`config.mk`:
```
export PLATFORM = sky130hd
export DESIGN_NAME = input_event_player
export DESIGN_NICKNAME = d
export VERILOG_FILES = /design/src/rtl/input_event_player_pkg.sv /design/src/rtl/event_fifo.sv /design/src/rtl/input_event_player.sv
export SDC_FILE = /design/constraint.sdc
export NUM_CORES = 1
export LEC_CHECK = 0
export BUFFER_PORTS_ARGS = -buffer_cell sky130_fd_sc_hd__buf_4
export CORE_MARGIN = 8
export CORE_UTILIZATION = 45
export DETAILED_ROUTE_END_ITERATION = 10
export HOLD_SLACK_MARGIN = 0.02
export SLEW_MARGIN = 25
export SYNTH_ARGS = -nofsm -noshare
export SYNTH_HDL_FRONTEND = slang
export SYNTH_SLANG_ARGS = --single-unit
```
`constraint.sdc`:
```
create_clock -name clk -period 14.9 [get_ports clk]
set_input_delay 0.745 -clock clk [delete_from_list [all_inputs] [get_ports clk]]
set_output_delay 0.745 -clock clk [all_outputs]
set_load 0.02 [all_outputs]
```
`src/rtl/input_event_player_pkg.sv`:
```
// input_event_player_pkg: shared FSM state encoding and default sizes.
package input_event_player_pkg;
  typedef enum logic [1:0] {IDLE, WAIT, FIRE} state_t;
  localparam int DATA_W_DEF = 64;
  localparam int DEPTH_DEF = 8;
  localparam int DELAY_W_DEF = 32;
endpackage

```
`src/rtl/event_fifo.sv`:
```
// event_fifo: power-of-two queue of {delay, value} events with occupancy count.
module event_fifo import input_event_player_pkg::*; #(
  parameter int DEPTH = DEPTH_DEF,
  parameter int W = DELAY_W_DEF + DATA_W_DEF
) (
  input  logic                         clk,
  input  logic                         rst,
  input  logic                         push,
  input  logic                         pop,
  input  logic [W-1:0]                 din,
  output logic [W-1:0]                 dout,
  output logic                         full,
  output logic                         empty,
  output logic [$clog2(DEPTH+1)-1:0]   level
);
  localparam int AW = $clog2(DEPTH);
  localparam int LW = $clog2(DEPTH + 1);
  logic [W-1:0] mem [DEPTH];
  logic [AW-1:0] wptr, rptr;
  always_ff @(posedge clk) if (push) mem[wptr] <= din;
  // pointers wrap naturally because DEPTH is a power of two
  always_ff @(posedge clk or negedge rst)
    if (!rst) begin
      wptr <= '0;
      rptr <= '0;
      level <= '0;
    end else begin
      if (push) wptr <= wptr + 1'b1;
      if (pop) rptr <= rptr + 1'b1;
      level <= level + LW'(push) - LW'(pop);
    end
  assign dout = mem[rptr];
  assign full = level == LW'(DEPTH);
  assign empty = level == '0;
endmodule

```
`src/rtl/input_event_player.sv`:
```
// input_event_player: replays queued events as one-cycle strobes after per-event delays.
module input_event_player import input_event_player_pkg::*; #(
  parameter int DATA_W = DATA_W_DEF,
  parameter int DEPTH = DEPTH_DEF,
  parameter int DELAY_W = DELAY_W_DEF
) (
  input  logic                         clk,
  input  logic                         rst,
  input  logic                         en,
  input  logic                         evt_valid,
  input  logic [DELAY_W-1:0]           evt_delay,
  input  logic signed [DATA_W-1:0]     evt_value,
  output logic                         evt_ready,
  output logic signed [DATA_W-1:0]     input_0,
  output logic                         new_input_0,
  output logic                         busy,
  output logic [$clog2(DEPTH+1)-1:0]   level
);
  localparam int W = DELAY_W + DATA_W;
  state_t state;
  logic [DELAY_W-1:0] cnt;
  logic live, full, empty, fire;
  logic [W-1:0] head;
  assign fire = state == WAIT && en && cnt == '0;
  // live keeps evt_ready low until the first edge after reset release
  assign evt_ready = live && !full;
  assign busy = !empty || state != IDLE;
  event_fifo #(.DEPTH(DEPTH), .W(W)) u_fifo (
    .clk(clk), .rst(rst), .push(evt_valid && evt_ready), .pop(fire),
    .din({evt_delay, evt_value}), .dout(head), .full(full), .empty(empty), .level(level)
  );
  always_ff @(posedge clk or negedge rst)
    if (!rst) begin
      state <= IDLE;
      cnt <= '0;
      live <= 1'b0;
      new_input_0 <= 1'b0;
      input_0 <= '0;
    end else begin
      live <= 1'b1;
      new_input_0 <= fire;
      input_0 <= fire ? head[DATA_W-1:0] : '0;
      case (state)
        IDLE: if (!empty) begin
          state <= WAIT;
          cnt <= head[W-1:DATA_W];
        end
        WAIT: if (en) begin
          if (cnt == '0) state <= FIRE;
          else cnt <= cnt - 1'b1;
        end
        default: state <= IDLE;
      endcase
    end
endmodule

```
==> impl_results.md <==
* RR Endpoint: u_fifo.level[2]
* Root buffer cell: clkbuf_16
* Multi-input logic area at 7160 sq um
* Worst slack at placement at about 12 ns
* Cell row count at 100
* Final slew viol count at 0
* WS Path Type: flop to flop
* Design Area, Final at 38700 sq um
* CP required at 15.41 ns
* Syn. warnings at 0
* Detailed-route vias per instance at 5.58
* Power per cell area at 140 nW/um^2
* CTS tree: done
* Unique masters post-synth at 57
* Filler Cells Inserted at around 5800
* # Max-Cap Violations at 0
* Worst setup margin at 11.56 ns
* Placer Congestion at ~0.75
* DP Area at 35800 sq um
* Cells along the critical path: or4_4, or2_1, nor3_2, nand4_1, buf_4, inv_1, ha_1, inv_1, ha_1, inv_1, fa_1, xnor2_1
* Post-Route WL at 70.6 mm
* I/O Buffers at 170
* Primary FF master, synth: edfxtp_1
* Clock buffer depth at 3
* RSZ-0062 raised after global routing: false
* Cell mode on critical path: inv_1
* Sequential area share after synthesis at between 70% and 80%
* R2R depth at 12
* Fin Clk Skew at 0.0187 ns
* Vias in the first global route at 16900
* Die Footprint at 83000 sq um
* FF-to-FF Start: cnt[8]
* GR Overflow Total at 0
* Core area at 73900 sq um
* Initial antenna violation count at 7
* Final Hold Viols at 0
* Most common cell after layout, fill and taps aside: edfxtp_1
* Final Setup Violations at 0
* Netlist Area Pre-Place at 33300 sq um
* TritonCTS Buffers at between 80 and 90
* Flop2flop setup slack at 11.56 ns
* Die width at between 200 and 300 um
* Post-synthesis async set-or-reset flop share at 12.5%
* Vias at between 15000 and 20000
* Slew headroom at between 20% and 30%
* Pwr Total at ~0.0054 W
* Fin crit share at 22.4%
* Worst Path Arrival at 3.85 ns
* Post-DP HPWL at 36.8 mm
* Die Span Y at 288 um
* Synth Area in Compound Gates at 2.09%
* CTS Sinks at 878
* Worst hold path type: primary input to async pin
* Fmax at 299 MHz
* Layout cells sized above 1 at 29.4%
* Reg clk slew, reported paths at approximately 0.060 ns
* DR WL/cell at between 20 and 25 um
* Setup TNS after final layout at 0 ns
* Outcome: finished clean
* Post-CTS sizing at 0
* Simple-Gate Fraction of Synth Area at under 10%
* Post-DRT Antenna Nets at 0
* Mapped Cells at between 1500 and 2000
* CTS Hold Bufs at 0
* CP startpoint kind: flop
* Leakage at 12.6 nW
* Initial Utilization at 45.1%
* Post-synthesis xor/xnor area fraction at less than 1%
* Worst-skew pair later-pin latency at slightly above 0.6 ns
* Largest net degree at the start of global routing at 112
* Crit path time final at 3.34 ns
* Drt pass-1 iters at 5
* Synthesis-to-finish area growth at 16.0%
* I/O pin cnt at 171
* Largest family of logic cells by synthesized area: multiplexers
* Fin nets at 1900
* Critical-path top delay cell: or4_4
* Crit-path max cell delay at 0.53 ns
* Overall Global Routing Usage at 17.0%
* Tightest Pin Transition at roughly 1.1 ns
* First-pass GRT wire length at 106 mm
* Register area at 25800 sq um
* Crit path capture type: flop
* H-tree level count at 3
* Initial DRC Count at about 1200
* Post-Syn Nets at 1689
* Maximum vdd drop at 0.0762 mV
* Crit path max fanout at 29
* Synth Area per Inst at 21.1 sq um
* Post-CTS Setup Repair Bufs at 0
* Adder-cell share of the synthesized area at 0.435%
* DR DRC count at 0
* WHS at 0.129 ns
* Most frequent cells in the layout: edfxtp_1, buf_4, mux4_2
* Number of enable flip-flop cells after synthesis at 768
* Synthesized flop and latch total at 878
* Multiplexer share of the synthesized area at 15.7%
* Crit path launch: cnt[8]
-- state kept, by name, summed over array words and instances, names as in the netlist --
register,flops
u_fifo.rptr,3
input_0,64
u_fifo.mem,768
u_fifo.wptr,3
new_input_0,1
cnt,32
live,1
u_fifo.level,4
state,2
-- worst max-delay path by stage --
| stage | end | depth (start not counted) |
|---|---|---|
| after floorplan | u_fifo.mem[2][0] | 6 |
| after global placement | u_fifo.level[1] | 12 |
| after detailed placement | u_fifo.level[2] | 12 |
| after CTS | u_fifo.level[2] | 12 |
| after global routing | u_fifo.level[2] | 12 |
| final | u_fifo.level[2] | 12 |
-- cell usage after synthesis (9+ instances only) --
master | instances | area (sq um)
nor3_1 | 16 | 80.1
inv_1 | 14 | 52.6
nand2_1 | 32 | 120
mux2i_1 | 86 | 861
a22o_1 | 9 | 78.8
clkbuf_1 | 37 | 139
nor2_1 | 93 | 349
o21ai_0 | 33 | 165
buf_2 | 26 | 130
edfxtp_1 | 768 | 23100
a21oi_1 | 17 | 85.1
nor4_1 | 9 | 56.3
ha_1 | 10 | 125
mux4_2 | 192 | 4320
dfrtp_1 | 110 | 2750
buf_1 | 11 | 41.3
-- power breakdown --
group          switching (W)  total, W  leakage (nW)  internal (W)
clock network       0.000901   0.00215          1.38       0.00125
registers          0.0000645   0.00293          8.37       0.00287
logic               0.000228  0.000348          2.84      0.000119
total                0.00119   0.00543          12.6       0.00423
-- cell families after synthesis --
family / after synthesis
fa+ha+maj: 11
other cells: 1
xor+xnor: 6
mux: 283
buf+inv: 94
compound gates: 107
simple gates: 198
flops: 878
-- stage by stage --
step                instances  utilization (%)
CTS                      2830             52.2
finish                   2837             52.3
global placement         2667             48.4
global route             2832             52.3
floorplan                1578                -
detailed placement       2667             48.4
-- worst max-delay path, delay by kind of cell (launching register included) --
family	cells	cell delay [ns]
DFF	1	0.46
adders and majority gates	3	0.81
xor gates and xnor gates	1	0.13
and+or+nand+nor	4	1.21
buffers and inverters	4	0.60
-- per-layer routing --
layer | vias up | track usage (%) | wire, um
li1 | 6879 | - | -
met1 | 8447 | 22.8 | 30000
met2 | 387 | 28.6 | 35100
met3 | 104 | 3.45 | 4110
met4 | 6 | 4.56 | 1300
met5 | - | 0 | 40
-- cell type report --
| type | instances | share of cell area [%] |
|---|---|---|
| Sequential cell | 878 | 66.8 |
| Multi-Input combinational cell | 606 | 18.5 |
| Clock buffer | 125 | 6.40 |
| Timing Repair Buffer | 202 | 4.07 |
| Tap cell | 969 | 3.13 |
| Clock inverter | 38 | 0.954 |
| Inverter | 14 | 0.136 |
| Antenna cell | 5 | 0.0324 |
Power figures use the tool's default switching activity.
